$ cat config.mk
export PLATFORM = sky130hd
export DESIGN_NAME = jtag_tdo_packer
export DESIGN_NICKNAME = d
export VERILOG_FILES = /design/src/rtl/jtag_pkg.sv /design/src/rtl/jtag_byte_fifo.sv /design/src/rtl/jtag_tdo_packer.sv
export SDC_FILE = /design/constraint.sdc
export NUM_CORES = 1
export LEC_CHECK = 0
export CORE_AREA = 2 2 115 106
export CTS_BUF_LIST = sky130_fd_sc_hd__clkbuf_8
export CTS_CLUSTER_DIAMETER = 120
export DETAILED_ROUTE_END_ITERATION = 16
export DIE_AREA = 0 0 117 108
export GPL_ROUTABILITY_DRIVEN = 0
export SYNTH_ARGS = -nofsm -noshare
export SYNTH_HDL_FRONTEND = slang
export SYNTH_SLANG_ARGS = --single-unit
$ cat constraint.sdc
create_clock -name clock -period 3.4 [get_ports clock]
set_clock_uncertainty 0.05 [all_clocks]
set_input_delay 1.02 -clock clock [delete_from_list [all_inputs] [get_ports clock]]
set_output_delay 1.02 -clock clock [all_outputs]
set_load 0.01 [all_outputs]
$ cat src/rtl/jtag_pkg.sv
// Shared definitions for the OpenJTAG result path: flag positions, entry width, packer FSM states.
package jtag_pkg;

   localparam int unsigned JTAG_RES_FLUSH   = 0;
   localparam int unsigned JTAG_RES_MAXBITS = 8;

   typedef enum logic [0:0] {
      StIdle,
      StHold
   } jtag_pack_state_e;

   // Low `count` bits set; counts of 8 or more give all ones.
   function automatic logic [7:0] count_mask(input logic [3:0] count);
      logic [7:0] mask;
      mask = '0;
      for (int unsigned i = 0; i < JTAG_RES_MAXBITS; i++) begin
         mask[i] = (4'(i) < count);
      end
      return mask;
   endfunction

endpackage

$ cat src/rtl/jtag_byte_fifo.sv
// Synchronous FIFO accepting up to two writes and one read per cycle, with a free-slot count.
module jtag_byte_fifo #(
   parameter int unsigned OUT_DEPTH = 4,
   parameter int unsigned WIDTH     = 9
) (
   input  logic                           clock,
   input  logic                           reset_n,
   input  logic [1:0]                     wr_num,
   input  logic [WIDTH-1:0]               wr_data0,
   input  logic [WIDTH-1:0]               wr_data1,
   input  logic                           rd_en,
   output logic [WIDTH-1:0]               rd_data,
   output logic                           rd_valid,
   output logic [$clog2(OUT_DEPTH):0]     free_count
);

   localparam int unsigned Aw = $clog2(OUT_DEPTH);

   logic [WIDTH-1:0] r_mem [OUT_DEPTH];
   logic [Aw-1:0]    r_wr_ptr;
   logic [Aw-1:0]    r_rd_ptr;
   logic [Aw:0]      r_count;
   logic [Aw-1:0]    w_wr_ptr1;
   logic             w_rd;

   assign w_wr_ptr1  = r_wr_ptr + Aw'(1);
   assign w_rd       = rd_en && (r_count != '0);
   assign rd_valid   = (r_count != '0);
   assign rd_data    = r_mem[r_rd_ptr];
   assign free_count = (Aw+1)'(OUT_DEPTH) - r_count;

   always_ff @(posedge clock or negedge reset_n) begin
      if (!reset_n) begin
         r_mem    <= '{default: '0};
         r_wr_ptr <= '0;
         r_rd_ptr <= '0;
         r_count  <= '0;
      end else begin
         if (wr_num != 2'd0) r_mem[r_wr_ptr] <= wr_data0;
         if (wr_num == 2'd2) r_mem[w_wr_ptr1] <= wr_data1;
         r_wr_ptr <= r_wr_ptr + Aw'(wr_num);
         if (w_rd) r_rd_ptr <= r_rd_ptr + Aw'(1);
         r_count  <= r_count + (Aw+1)'(wr_num) - (Aw+1)'(w_rd);
      end
   end

endmodule

$ cat src/rtl/jtag_tdo_packer.sv
// Packs variable-width TDO result entries LSB-first into bytes for the host endpoint buffer.
module jtag_tdo_packer
   import jtag_pkg::*;
#(
   parameter int unsigned OUT_DEPTH = 4
) (
   input  logic       clock,
   input  logic       reset_n,
   input  logic       res_valid,
   input  logic [3:0] res_flags,
   input  logic [3:0] res_count,
   input  logic [7:0] res_bits,
   output logic       res_pop,
   output logic [7:0] out_data,
   output logic       out_valid,
   input  logic       out_ready,
   output logic       out_last,
   output logic       err,
   input  logic       clear_err
);

   localparam int unsigned     OutAw   = $clog2(OUT_DEPTH);
   localparam logic [OutAw:0]  MinFree = (OutAw+1)'(2);

   jtag_pack_state_e r_state, w_state_next;
   logic             r_res_pop;
   logic             w_accept;
   logic             r_ent_flush;
   logic [3:0]       r_ent_count;
   logic [7:0]       r_ent_bits;
   logic [14:0]      r_acc, w_acc_next;
   logic [2:0]       r_fill, w_fill_next;
   logic             r_err, w_err_set;
   logic             w_merge, w_legal;
   logic [14:0]      w_m;
   logic [3:0]       w_n;
   logic [1:0]       w_wr_num;
   logic [8:0]       w_wr_data0, w_wr_data1;
   logic [OutAw:0]   w_free;
   logic [8:0]       w_rd_data;
   logic             w_unused;

   assign w_unused = ^res_flags[3:1];

   always_comb begin
      w_state_next = r_state;
      w_accept     = 1'b0;
      unique case (r_state)
         StIdle: begin
            // Two free slots cover the worst case of a full byte plus a flushed partial.
            if (res_valid && (w_free >= MinFree)) begin
               w_accept     = 1'b1;
               w_state_next = StHold;
            end
         end
         StHold:  w_state_next = StIdle;
         default: w_state_next = StIdle;
      endcase
   end

   assign w_merge = (r_state == StHold);
   assign w_legal = (r_ent_count != 4'd0) && (r_ent_count <= 4'(JTAG_RES_MAXBITS));

   always_comb begin
      w_wr_num    = 2'd0;
      w_wr_data0  = '0;
      w_wr_data1  = '0;
      w_acc_next  = r_acc;
      w_fill_next = r_fill;
      w_err_set   = 1'b0;
      w_m = r_acc | ({7'd0, r_ent_bits & count_mask(r_ent_count)} << r_fill);
      w_n = {1'b0, r_fill} + r_ent_count;
      if (w_merge) begin
         if (!w_legal) begin
            w_err_set = 1'b1;
         end else begin
            if (w_n >= 4'd8) begin
               w_wr_data0 = {1'b0, w_m[7:0]};
               w_wr_num   = 2'd1;
               w_m        = w_m >> 8;
               w_n        = w_n - 4'd8;
            end
            if (r_ent_flush && (w_n != 4'd0)) begin
               if (w_wr_num == 2'd0) w_wr_data0 = {1'b1, w_m[7:0]};
               else                  w_wr_data1 = {1'b1, w_m[7:0]};
               w_wr_num = w_wr_num + 2'd1;
               w_n      = 4'd0;
            end else if (r_ent_flush && (w_wr_num != 2'd0)) begin
               w_wr_data0[8] = 1'b1;
            end
            w_acc_next  = w_m & ((15'd1 << w_n) - 15'd1);
            w_fill_next = w_n[2:0];
         end
      end
   end

   always_ff @(posedge clock or negedge reset_n) begin
      if (!reset_n) begin
         r_state     <= StIdle;
         r_res_pop   <= 1'b0;
         r_ent_flush <= 1'b0;
         r_ent_count <= '0;
         r_ent_bits  <= '0;
         r_acc       <= '0;
         r_fill      <= '0;
         r_err       <= 1'b0;
      end else begin
         r_state   <= w_state_next;
         r_res_pop <= w_accept;
         if (w_accept) begin
            r_ent_flush <= res_flags[JTAG_RES_FLUSH];
            r_ent_count <= res_count;
            r_ent_bits  <= res_bits;
         end
         r_acc  <= w_acc_next;
         r_fill <= w_fill_next;
         r_err  <= w_err_set | (r_err & ~clear_err);
      end
   end

   jtag_byte_fifo #(
      .OUT_DEPTH (OUT_DEPTH),
      .WIDTH     (9)
   ) u_out_fifo (
      .clock      (clock),
      .reset_n    (reset_n),
      .wr_num     (w_wr_num),
      .wr_data0   (w_wr_data0),
      .wr_data1   (w_wr_data1),
      .rd_en      (out_ready),
      .rd_data    (w_rd_data),
      .rd_valid   (out_valid),
      .free_count (w_free)
   );

   assign res_pop  = r_res_pop;
   assign out_data = w_rd_data[7:0];
   assign out_last = w_rd_data[8];
   assign err      = r_err;

endmodule

# Yosys cells after proc, flatten, opt, wreduce, memory -nomap -nowiden
# Index checks and enable logic that the tools add are counted.
[word_totals] register_bits=77 output_inout_bits=12 wordCells=110 in_bits=21
[classes] n_reduce_logical=14 add_sub_neg=10 n_lt_le_gt_ge=16 bitwise=10 shifts=2 n_mux=42 eq_ne=1
[op_table] cell="two-way mux 9 bit" n=11
[op_table] cell="bitwise mux 36 bit" n=2
[op_table] cell="two-way mux 36 bit" n=2
[op_table] cell="two-way mux 15 bit" n=3
[op_table] cell="demux 9 bit (select 2 bit)" n=2
[op_table] cell="two-way mux 4 bit" n=6
[op_table] cell="binary-select mux 9 bit (select 2 bit)" n=1
[op_table] cell="less-than comparator 3 x 4 -> 1 bit, first input constant" n=4
[op_table] cell="two-way mux 8 bit" n=2
[op_table] cell="bitwise AND 15 bit" n=1
[op_table] cell="OR 15 bit" n=1
[op_table] cell="<< shifter 1 x 4 -> 15 bit, first input constant" n=1
[op_table] cell="<< shifter 8 x 3 -> 15 bit" n=1
[op_table] cell="subtractor 15 x 1 -> 15 bit, second input constant" n=1
[op_table] cell="two-way mux 2 bit" n=5
[op_table] cell="greater-or-equal comparator 3 bit, second input constant" n=3
[op_table] cell="NOT 2 -> 3 bit" n=3
[op_table] cell="bitwise AND 8 bit" n=1
[op_table] cell="less-than comparator 1 x 4 -> 1 bit, first input constant" n=2
[op_table] cell="less-than comparator 2 x 4 -> 1 bit, first input constant" n=2
[op_table] cell="nonzero test 4 bit" n=2
[op_table] cell="logical AND 1 bit" n=7
[op_table] cell="two-way mux 1 bit" n=7
[op_table] cell="adder 2 x 1 -> 2 bit, second input constant" n=3
[op_table] cell="19 further kinds" n=22

# Longest topological paths before layout
# Gate-level depths: netlist (run 1).
[depth] ltp_word=15 depth_mapped=15 mapped_depth_nobuf=15

# Modules after synthesis
# A second synthesis (run 1) with hierarchy kept.
[unflattened] hier_cells=513 hier_area_um2=4596.9
[by_module_without_submodules] mod="jtag_byte_fifo" seq_area_each_um2=1076.0 n_inst=1 cells_each=244 area_per_inst_um2=2394.8
[by_module_without_submodules] mod="jtag_tdo_packer" seq_area_each_um2=825.8 n_inst=1 cells_each=269 area_per_inst_um2=2202.1

# Worst setup path before layout (run 1)
# OpenSTA, ideal clock, no wires.
[synth_path] kind="reg2reg" startpoint="register r_fill[1]" endpoint="register u_out_fifo.r_count[2]" path_stages_with_launch=16 synth_period_minus_slack_ns=3.637 required_time_ns=3.227 setup_slack_ns=-0.237 t_arrival_ns=3.464 setup_time_ns=0.123 n_path_buf=2 cell_sequence="dfrtp_1 clkbuf_1 inv_1 fa_1 clkbuf_1 a31oi_1 ha_1 and2_1 inv_1 ha_1 inv_1 ha_1 inv_1 fa_1 xor2_1 xnor2_1"
[synth_via] elab_chain_cells=12 elab_cells_between_ends=17 classes_between="add/sub: 5; order compare: 1; mux: 9; reduce/logical: 2"
[synth_lines] element="start, declared" line="jtag_tdo_packer.sv:32" text="logic [2:0] r_fill, w_fill_next;"
[synth_lines] element="start signal, assigned" line="jtag_tdo_packer.sv:116" text="r_fill <= w_fill_next;"
[synth_lines] element="adder 3 x 4 -> 4 bit (*)" line="jtag_tdo_packer.sv:72" text="w_n = {1'b0, r_fill} + r_ent_count;"
[synth_lines] element="subtractor 4 bit or greater-or-equal comparator 4 bit (tied branches)" line="jtag_tdo_packer.sv:81, jtag_tdo_packer.sv:77"
[synth_lines] element="two-way mux 4 bit" line="jtag_tdo_packer.sv:77" text="if (w_n >= 4'd8) begin"
[synth_lines] element="two-way mux 4 bit" line="jtag_tdo_packer.sv:74" text="if (!w_legal) begin"
[synth_lines] element="two-way mux 4 bit" line="jtag_tdo_packer.sv:73" text="if (w_merge) begin"
[synth_lines] element="nonzero test 4 bit" line="jtag_tdo_packer.sv:83" text="if (r_ent_flush && (w_n != 4'd0)) begin"
[synth_lines] element="logical AND 1 bit" line="jtag_tdo_packer.sv:83"
[synth_lines] element="two-way mux 2 bit (*)" line="jtag_tdo_packer.sv:83"
[synth_lines] element="two-way mux 2 bit (*)" line="jtag_tdo_packer.sv:74"
[synth_lines] element="two-way mux 2 bit (*)" line="jtag_tdo_packer.sv:73"
[synth_lines] element="adder 3 x 2 -> 3 bit (*)" line="jtag_byte_fifo.sv:43" text="r_count <= r_count + (Aw+1)'(wr_num) - (Aw+1)'(w_rd);"
[synth_lines] element="subtractor 3 x 1 -> 3 bit (*)" line="jtag_byte_fifo.sv:43"
[synth_lines] element="end signal, assigned" line="jtag_byte_fifo.sv:43"
[synth_lines] element="end, declared" line="jtag_byte_fifo.sv:22" text="logic [Aw:0] r_count;"
# Every way passes the cells marked *; elsewhere a longest branch is shown, timed or not. The select of a mux whose other input is x is not followed.
# A chain may end at the register's enable or synchronous reset.

# Worst setup path after layout (run 1)
[layout_path] startpoint="register r_ent_count[0]" endpoint="register u_out_fifo.r_count[2]"
[layout_via] elab_chain_cells=12 elab_cells_between_ends=20 classes_between="add/sub: 5; order compare: 2; mux: 9; reduce/logical: 4"
[layout_lines] element="start, declared" line="jtag_tdo_packer.sv:29" text="logic [3:0] r_ent_count;"
[layout_lines] element="start signal, assigned" line="jtag_tdo_packer.sv:112" text="r_ent_count <= res_count;"
[layout_lines] element="adder 3 x 4 -> 4 bit" line="jtag_tdo_packer.sv:72"
[layout_lines] element="subtractor 4 bit or greater-or-equal comparator 4 bit (tied branches)" line="jtag_tdo_packer.sv:81, jtag_tdo_packer.sv:77"
[layout_lines] element="two-way mux 4 bit" line="jtag_tdo_packer.sv:77"
[layout_lines] element="two-way mux 4 bit" line="jtag_tdo_packer.sv:74"
[layout_lines] element="two-way mux 4 bit" line="jtag_tdo_packer.sv:73"
[layout_lines] element="nonzero test 4 bit" line="jtag_tdo_packer.sv:83"
[layout_lines] element="logical AND 1 bit" line="jtag_tdo_packer.sv:83"
[layout_lines] element="two-way mux 2 bit" line="jtag_tdo_packer.sv:83"
[layout_lines] element="two-way mux 2 bit (*)" line="jtag_tdo_packer.sv:74"
[layout_lines] element="two-way mux 2 bit (*)" line="jtag_tdo_packer.sv:73"
[layout_lines] element="adder 3 x 2 -> 3 bit (*)" line="jtag_byte_fifo.sv:43"
[layout_lines] element="subtractor 3 x 1 -> 3 bit (*)" line="jtag_byte_fifo.sv:43"
# Marks and branches as above.

==> results of run 1 <==
## per-stage QoR
step / power (mW) / cells / setup slack [ns] / utilization [%] / hold slack [ns]
final: 5.77 / 676 / 0.212 / 47.6 / 0.438
after global routing: 6.24 / 676 / 0.0106 / 47.6 / 0.466
after CTS: 5.71 / 674 / 0.0848 / 47.3 / 0.437
after detailed placement: 4.89 / 658 / 0.122 / 45.3 / 0.419
after global placement: 4.79 / 658 / 0.171 / 45.3 / 0.414
after floorplan: 3.79 / 470 / 0.00586 / - / 0.397
## critical path, cell delays in order, from the launching register on
cell and delay, ns:
sky130_fd_sc_hd__dfrtp_1 0.36, sky130_fd_sc_hd__ha_2 0.19, sky130_fd_sc_hd__inv_1 0.06, sky130_fd_sc_hd__fa_2 0.35, sky130_fd_sc_hd__xor2_2 0.16, sky130_fd_sc_hd__buf_4 0.14
sky130_fd_sc_hd__a31oi_4 0.23, sky130_fd_sc_hd__ha_4 0.25, sky130_fd_sc_hd__and2_1 0.15, sky130_fd_sc_hd__inv_1 0.05, sky130_fd_sc_hd__ha_1 0.21, sky130_fd_sc_hd__inv_1 0.06
sky130_fd_sc_hd__ha_1 0.13, sky130_fd_sc_hd__inv_1 0.05, sky130_fd_sc_hd__fa_1 0.37, sky130_fd_sc_hd__xor2_1 0.16, sky130_fd_sc_hd__xnor2_1 0.12
## power breakdown
part	internal, mW	total, mW	switching [mW]
Clock	0.425	0.799	0.375
Combinational	1.49	3.41	1.91
Sequential	1.25	1.56	0.315
## layout by cell type (no fill, tap or decap), types with 10 or more instances in the layout
cell type and count:
sky130_fd_sc_hd__a22oi_1 15, sky130_fd_sc_hd__clkdlybuf4s50_1 28, sky130_fd_sc_hd__o21ai_0 18, sky130_fd_sc_hd__nor2_1 40
sky130_fd_sc_hd__nor3_1 11, sky130_fd_sc_hd__a21oi_1 55, sky130_fd_sc_hd__a221oi_1 15, sky130_fd_sc_hd__dfrtp_1 75
sky130_fd_sc_hd__buf_4 36, sky130_fd_sc_hd__ha_1 10, sky130_fd_sc_hd__inv_1 22, sky130_fd_sc_hd__nand2_1 44
## registers in the layout, indices dropped and copies added, names as in the netlist
| name | flops |
|---|---|
| r_ent_count | 4 |
| u_out_fifo.r_rd_ptr | 2 |
| u_out_fifo.r_wr_ptr | 2 |
| r_ent_flush | 1 |
| r_fill | 3 |
| r_acc | 15 |
| err | 1 |
| r_ent_bits | 8 |
| res_pop | 1 |
| u_out_fifo.r_count | 3 |
| u_out_fifo.r_mem | 36 |
## cells in the mapped netlist (9+ instances only)
library cell	n
sky130_fd_sc_hd__mux2_2	9
sky130_fd_sc_hd__dfrtp_1	76
sky130_fd_sc_hd__inv_1	22
sky130_fd_sc_hd__mux4_2	9
sky130_fd_sc_hd__a22oi_1	15
sky130_fd_sc_hd__buf_2	10
sky130_fd_sc_hd__nor2_1	40
sky130_fd_sc_hd__a21oi_1	55
sky130_fd_sc_hd__nand2_1	44
sky130_fd_sc_hd__a221oi_1	15
sky130_fd_sc_hd__o21ai_0	18
sky130_fd_sc_hd__clkbuf_1	18
sky130_fd_sc_hd__nor3_1	12
sky130_fd_sc_hd__ha_1	12
## kinds of logic after synthesis
family	Yosys count	synth area share, %
AOI/OAI and AO/OA	150	22.7
xor gates and xnor gates	10	2.11
adders and majority gates	14	4.22
buffers and inverters	53	4.69
DFF	76	42.2
muxes	23	7.85
and+or+nand+nor	144	16.3
## layout make-up
type,count,area [um2]
inverter,23,86.3
clock buffer,9,124
timing repair buffer,64,551
multi-input combinational,341,2440
tap,156,195
sequential,76,1900
clock inverter,7,104
fill,1094,5940
## repair_timing
action                                 4_1_cts  5_1_grt
endpoints found under the hold margin        0        0
resized for setup                            0        4
buffers inserted                             0        2
setup endpoints to repair                    0        3
## routing by layer
metal / vias to the layer above / routed length [um]
met2: 132 / 5780
met3: 15 / 915
met5: - / 0
met1: 1947 / 5360
li1: 1837 / -
met4: 0 / 220
## path summary, 6_finish.rpt
kind	from	end	slack (ns)	cells after the start
min in group asynchronous	reset_n	u_out_fifo.r_mem[28]	0.76	1
max reg2reg	r_ent_count[0]	u_out_fifo.r_count[2]	0.21	16
max	r_ent_count[0]	u_out_fifo.r_count[2]	0.21	16
max in group asynchronous	reset_n	r_ent_count[1]	1.86	1
min reg2reg	r_acc[2]	r_acc[2]	0.44	2
min	r_acc[2]	r_acc[2]	0.44	2
==> flow_summary.toml, run 1 <==
[synth]
synth_largest_area_cell = "sky130_fd_sc_hd__dfrtp_1"
netlist_top_cells_area = "sky130_fd_sc_hd__dfrtp_1, sky130_fd_sc_hd__a21oi_1, sky130_fd_sc_hd__mux4_2, sky130_fd_sc_hd__nand2_1, sky130_fd_sc_hd__ha_1"
synthDominantCellAreaShare_pct = 42.2
synth_area_um2 = 4510
synthesis.yosys.warnings = 0
synthesis.instances = 470
postSynth.asyncResetShare_pct = 100
synth-main-ff-cell = "sky130_fd_sc_hd__dfrtp_1"
syn-num-nets = 505
synth_seq_cells = 76
synth_cell_types = 64
synth_enable_flop_cells = 0
synthesis.area_per_instance_um2 = 9.59
yosysSeqAreaShare_pct = 42.2

[global_route]
maximum_number_of_pins_on_one_net_before_global_route_repair = 77
global_route.peak_usage_layer = "met2"
grt_util_met1_pct = 28.7
via_count_of_the_first_global_routing_pass = 3883
grt_antenna_before_repair = 0
grt_pass1_wl_um = 20700
grt_use_met3_pct = 5.83
grt.overflow.total = 0
global_route.usage.met2_pct = 34.0
track_usage_pct = 21.4

[power_and_ir_drop]
peakVddDrop_mv = 0.619
leakage_power_nw = 2.25
power_density_nw_per_um2 = 1070

[setup_path]
timing.critical_path.fanout_max = 5
cp_data_required_time_ns = 3.61
startpoint_type = "register"
worstPathArrival_ns = 3.40
critPathKind = "register to register"
element_type_at_the_critical_path_end = "register"

[floorplanning]
core.rowCount = 37
io_pins = 33
initial_core_util_pct = 39.7
die_ar_um2 = 12600
die_w_um = 117
chipHeight_um = 108
core_area_um2 = 11300

[status]
run_status = "complete, no violations"

[route]
routed_wire_length_per_instance_um = 18.2
post_drt_via_cell_ratio = 5.82
drc_errors = 0
final_antenna_net_count = 0
drt-pass1-iter-count = 5
first_iter_violations = 355
vias = 3931
detail_route.wirelength_um = 12300

[timing]
setup-tns-final_ns = 0
clock.fmax_mhz = 314
tightestPinTransition_ns = 0.990
finalWorstPathRequiredPeriod_ns = 3.19
finalSetupViolations = 0
timing.final.crit_share_pct = 93.8
final-hold-violation-count = 0
rsz0062_at_grt = "no"
timing.final.max_slew_violations = 0
worst_slew_margin_rel_pct = 34.0

[cells_and_area]
n_antenna_cell = 0
area_of_all_placed_cells_without_fillers_um2 = 5400
final_nets = 550
final_layout_size_suffix_gt1_share_pct = 17.5
area_delta_synth_final_pct = 19.8

[cts]
ctsLongestPathBuffers = 2
cts_root_buf = "sky130_fd_sc_hd__clkbuf_8"
htree_num_levels = 3
clk_pin_slew_worst_paths_ns = 0.08
clock_sink_count = 76
insertion_delay_ns = 0.36
cts_tree = "yes"
cts-buffers-inserted = 9
cts_hold_buf = 0

[place]
placedInstanceArea_um2 = 5140
io_buffer_count = 29
place.detailed.hpwl_um = 8810

[hold_path]
path_category_of_the_worst_min_delay_check = "register to register"

[run]
maxCapViolCount = 0
(Power assumes the default switching activity.)
==> run 2: changes to the inputs <==
PLACE_DENSITY_LB_ADDON = 0.08   (was default)
==> run 2 against run 1 <==
Net effect:
- global-route usage increased by 0.57 points
- sequential share of layout area increased by 0.056 points
- clock-buffer cell count increased by 1
- critical path depth decreased by 1
- power decreased by 1.9%
- core utilization about the same
- register-to-register slack got worse by 0.05 ns
- combinational power about the same
- non-clock buffer count decreased by 1
- clock power decreased by 9.5%
- setup slack got worse by 0.046 ns
- sequential power about the same
- largest power group unchanged
- highest routed layer unchanged
==> flow_summary.toml, run 2 (same netlist as run 1, synthesis figures left out) <==
[status]
run_status = "complete, no violations"

[hold_path]
min-delay-start = "r_acc[5]"
min_delay_worst_endpoint = "r_acc[5]"
path_category_of_the_worst_min_delay_check = "register to register"
holdPathStages = 2

[setup_path]
worstPathArrival_ns = 3.45
worstReg2RegStart = "r_ent_count[0]"
critPathKind = "register to register"
regToRegEndpoint = "u_out_fifo.r_count[2]"
r2r_worst_path_depth = 15
timing.critical_path.fanout_max = 3
cp_cell_sequence = "ha_2, inv_1, fa_1, xor2_2, a31oi_4, ha_4, and2_4, inv_1, ha_1, inv_1, ha_1, inv_1, fa_1, xor2_2, xnor2_1"
cp_data_required_time_ns = 3.61
crit_path_frequent_cell = "sky130_fd_sc_hd__inv_1"
element_type_at_the_critical_path_end = "register"
startpoint_type = "register"
critical-path-slowest-cell = "sky130_fd_sc_hd__fa_1"
cpPeakStageDelay_ns = 0.41
regToRegSetupSlack_ns = 0.17

[timing]
final-hold-violation-count = 0
final_critical_path_setup_slack_ns = 0.165
clock.fmax_mhz = 309
tightestPinTransition_ns = 0.730
timing.final.crit_share_pct = 95.1
worst_slew_margin_rel_pct = 50.9
setup-tns-final_ns = 0
timing.final.max_slew_violations = 0
finalWorstPathRequiredPeriod_ns = 3.23
finalSetupViolations = 0
timing.hold.ws_ns = 0.443

[cells_and_area]
area_delta_synth_final_pct = 19.7
final_nets = 549
footprint_of_the_multi_input_gates_um2 = 2450
layout.cells.most_common_list = "sky130_fd_sc_hd__dfrtp_1, sky130_fd_sc_hd__a21oi_1, sky130_fd_sc_hd__nand2_1, sky130_fd_sc_hd__nor2_1, sky130_fd_sc_hd__buf_4"
num-fill-cells = 1099
final_layout_size_suffix_gt1_share_pct = 17.9
number_of_flip_flops_under_the_largest_register_name = 36
largest_register_by_flop_count = "u_out_fifo.r_mem"
post_layout_nonfiller_instances = 675
largest_registers = "u_out_fifo.r_mem (36), r_acc (15), r_ent_bits (8)"
finalCoreUtilization_pct = 47.6
register_area_um2 = 1900
n_antenna_cell = 0
mostFrequentLayoutCell = "sky130_fd_sc_hd__dfrtp_1"

[floorplanning]
die_ar_um2 = 12600
io_pins = 33
initial_core_util_pct = 39.7
core_area_um2 = 11300
chipHeight_um = 108
core.rowCount = 37
die_w_um = 117

[global_route]
global_route.usage.met2_pct = 32.7
track_usage_pct = 22.0
grt.overflow.total = 0
via_count_of_the_first_global_routing_pass = 3780
grt_util_met1_pct = 32.9
grt_antenna_before_repair = 0
maximum_number_of_pins_on_one_net_before_global_route_repair = 53
grt_pass1_wl_um = 20800
grt_use_met3_pct = 3.87
global_route.peak_usage_layer = "met1"

[power_and_ir_drop]
leakage_power_nw = 2.24
internal_pwr_total_mw = 3.06
combinational_cell_fraction_of_total_power_pct = 59.7
power_density_nw_per_um2 = 1050
peakVddDrop_mv = 0.475
p_clk_share_pct = 12.8
sw_frac_of_total_pct = 45.9
net_sw_power_mw = 2.60
seq_power_share_pct = 27.5

[route]
drc_errors = 0
first_iter_violations = 331
detail_route.wirelength_um = 12700
routed_wire_length_per_instance_um = 18.9
drt-pass1-iter-count = 5
final_antenna_net_count = 0
vias = 3888
post_drt_via_cell_ratio = 5.76

[cts]
cts_tree = "yes"
clock_sink_count = 76
clk_pin_slew_worst_paths_ns = 0.09
cts_root_buf = "sky130_fd_sc_hd__clkbuf_8"
insertion_delay_ns = 0.37
cts-buffers-inserted = 9
htree_num_levels = 3
ctsLongestPathBuffers = 2

[place]
place.detailed.hpwl_um = 9240
io_buffer_count = 29
pre_cts_ws_ns = 0.0763
place.detailed.instances = 658

[run]
maxCapViolCount = 0
==> run 2: worst max-delay path by stage <==
stage	slack, ns	startpoint	endpoint
global placement	0.11	r_ent_count[0]	r_acc[6]
global route	-0.002	r_ent_count[0]	u_out_fifo.r_count[2]
CTS	0.04	r_ent_count[0]	r_acc[6]
floorplan	0.006	r_ent_count[1]	u_out_fifo.r_count[2]
finish	0.17	r_ent_count[0]	u_out_fifo.r_count[2]
detailed placement	0.08	r_ent_count[0]	r_acc[6]
==> run 2: stage by stage <==
step	power, mW	instance area (um2)
final	5.66	5400
after detailed placement	4.85	5150
after global routing	6.15	5400
after global placement	4.80	5150
after floorplan	3.79	4550
after CTS	5.58	5360
==> run 2: area by class of cell <==
type	count	area share [%]
Multi-Input combinational cell	341	45.4
Inverter	23	1.60
Tap cell	156	3.62
Clock inverter	6	1.18
Sequential cell	76	35.3
Clock buffer	10	2.55
Timing Repair Buffer	63	10.4
==> run 2: worst max-delay path, delay by kind of cell (launching register included) <==
kind                     cells  cell delay, ns
AND/OR/NAND/NOR              1            0.13
adder cells (fa/ha/maj)      6            1.71
XOR/XNOR                     3            0.53
AO/OA/AOI/OAI                1            0.15
buffers and inverters        4            0.19
flip-flops                   1            0.37
==> run 2: repair_timing <==
item	4_1_cts	5_1_grt
buffers inserted	0	1
resized for setup	0	9
hold buffers	0	0
setup endpoints to repair	0	4
endpoints found under the hold margin	0	0
==> run 2: routing by layer <==
| metal | up-vias | routed length, um |
|---|---|---|
| met5 | - | 0 |
| met3 | 16 | 651 |
| met1 | 1934 | 6190 |
| met4 | 0 | 185 |
| li1 | 1836 | - |
| met2 | 102 | 5700 |
==> run 2: power groups by stage <==
stage	Clock, mW	Sequential, mW	Combinational (mW)
2_1_floorplan	0	1.45	2.33
3_3_place_gp	0	1.55	3.25
3_5_place_dp	0	1.57	3.28
4_1_cts	0.741	1.55	3.30
5_1_grt	0.783	1.61	3.76
6_report	0.723	1.56	3.38
==> run 3: changes to the inputs <==
--- a/constraint.sdc
+++ b/constraint.sdc
@@ -4,2 +4,2 @@
 set_output_delay 1.02 -clock clock [all_outputs]
-set_load 0.01 [all_outputs]
+set_load 0.05 [all_outputs]
==> run 3 against run 2 <==
Net effect:
- die area unchanged
- fmax shrank 2.2%
- non-clock buffer count is 4 higher
- sequential share of layout area decreased by 0.31 points
- largest cell class unchanged
- critical path depth down 13
==> flow_summary.toml, run 3 (same netlist as run 1, synthesis figures left out) <==
[status]
run_status = "complete, no violations"

[cells_and_area]
area_of_all_placed_cells_without_fillers_um2 = 5450
post_layout_nonfiller_instances = 679
area_delta_synth_final_pct = 20.8
n_antenna_cell = 0
num-fill-cells = 1110
mostFrequentLayoutCell = "sky130_fd_sc_hd__dfrtp_1"
final_layout_size_suffix_gt1_share_pct = 18.7
finalCoreUtilization_pct = 48.0
largest_register_by_flop_count = "u_out_fifo.r_mem"
final_nets = 553
layout.cells.most_common_list = "sky130_fd_sc_hd__dfrtp_1, sky130_fd_sc_hd__a21oi_1, sky130_fd_sc_hd__nand2_1, sky130_fd_sc_hd__buf_4, sky130_fd_sc_hd__nor2_1"
number_of_flip_flops_under_the_largest_register_name = 36
largest_registers = "u_out_fifo.r_mem (36), r_acc (15), r_ent_bits (8)"

[floorplanning]
chipHeight_um = 108
die_w_um = 117
io_pins = 33
core_area_um2 = 11300
die_ar_um2 = 12600
initial_core_util_pct = 39.7
core.rowCount = 37

[place]
pre_cts_ws_ns = 0.0771
place.detailed.hpwl_um = 9430
io_buffer_count = 29
place.detailed.instances = 660
placedInstanceArea_um2 = 5160

[hold_path]
path_category_of_the_worst_min_delay_check = "register to register"

[setup_path]
element_type_at_the_critical_path_end = "output pin"
critPathKind = "register to output pin"
timing.critical_path.fanout_max = 7
cpPeakStageDelay_ns = 0.71
startpoint_type = "register"
worstPathArrival_ns = 2.24
critical-path-slowest-cell = "sky130_fd_sc_hd__clkdlybuf4s50_1"
cp_data_required_time_ns = 2.33
cp_cell_sequence = "mux4_2, clkdlybuf4s50_1"

[timing]
timing.final.max_slew_violations = 0
finalSetupViolations = 0
clock.fmax_mhz = 302
finalWorstPathRequiredPeriod_ns = 3.31
final-hold-violation-count = 0
setup-tns-final_ns = 0
worst_slew_margin_rel_pct = 45.8
timing.final.crit_share_pct = 97.2
final_critical_path_setup_slack_ns = 0.0941
tightestPinTransition_ns = 0.805

[global_route]
grt.overflow.total = 0
grt_pass1_wl_um = 20900
maximum_number_of_pins_on_one_net_before_global_route_repair = 52
grt_antenna_before_repair = 0
via_count_of_the_first_global_routing_pass = 3833
track_usage_pct = 21.8

[route]
first_iter_violations = 271
post_drt_via_cell_ratio = 5.76
routed_wire_length_per_instance_um = 18.7
vias = 3911
detail_route.wirelength_um = 12700
final_antenna_net_count = 0
drt-pass1-iter-count = 5
drc_errors = 0

[cts]
clk_pin_slew_worst_paths_ns = 0.08
clock_sink_count = 76
insertion_delay_ns = 0.36
ctsLongestPathBuffers = 2
cts-buffers-inserted = 9
htree_num_levels = 3
cts_hold_buf = 0
cts_tree = "yes"
cts_root_buf = "sky130_fd_sc_hd__clkbuf_8"

[power_and_ir_drop]
internal_pwr_total_mw = 3.22
peakVddDrop_mv = 0.427
power_density_nw_per_um2 = 1110
combinational_cell_fraction_of_total_power_pct = 60.8
leakage_power_nw = 2.27
sw_frac_of_total_pct = 46.8
net_sw_power_mw = 2.83
seq_power_share_pct = 25.8
p_clk_share_pct = 13.4

[run]
maxCapViolCount = 0
[run 3: worst paths after layout]
check,end,from,slack [ns],depth (start not counted)
min reg2reg,r_acc[14],r_acc[14],0.44,2
min,r_acc[14],r_acc[14],0.44,2
min in group asynchronous,err,reset_n,0.64,1
max in group asynchronous,r_fill[1],reset_n,1.96,2
max reg2reg,u_out_fifo.r_count[2],r_ent_count[0],0.18,15
max,out_last,u_out_fifo.r_rd_ptr[1],0.09,2
[run 3: metrics by stage]
step / hold WS (ns) / power [mW]
global route: 0.468 / 6.52
detailed placement: 0.418 / 5.11
finish: 0.440 / 6.05
CTS: 0.435 / 5.94
global placement: 0.412 / 5.05
floorplan: 0.397 / 4.04
[run 3: repair_timing]
| action | in CTS | in global routing |
|---|---|---|
| buffers inserted | 0 | 3 |
| setup endpoints to repair | 0 | 8 |
| resized for setup | 0 | 9 |
[run 3: routing by layer]
metal	up-vias	track usage [%]	part of all wire [%]
met5	-	0	0
met4	0	6.81	1.3
met3	15	3.87	4.2
met2	95	32.4	46
met1	1948	32.2	49
li1	1853	-	-
[run 3: power by group through the flow]
stage / Clock (mW) / Sequential (mW) / Combinational (mW)
after global placement: 0 / 1.55 / 3.49
after detailed placement: 0 / 1.57 / 3.54
after CTS: 0.832 / 1.55 / 3.56
after floorplan: 0 / 1.49 / 2.55
final: 0.811 / 1.56 / 3.68
after global routing: 0.873 / 1.61 / 4.04
[run 3: area by class of cell]
type	instances	area, um2	share of cell area, %
multi-input combinational	341	2450	45.0
sequential	76	1900	35.0
timing repair buffer	67	573	10.5
tap	156	195	3.58
clock buffer	12	165	3.03
inverter	23	86.3	1.59
clock inverter	4	70.1	1.29
[run 3: worst max-delay path, delay by kind of cell (launching register included)]
kind     cells  cell delay [ns]
buf+inv      1             0.71
flops        1             0.59
mux          1             0.57
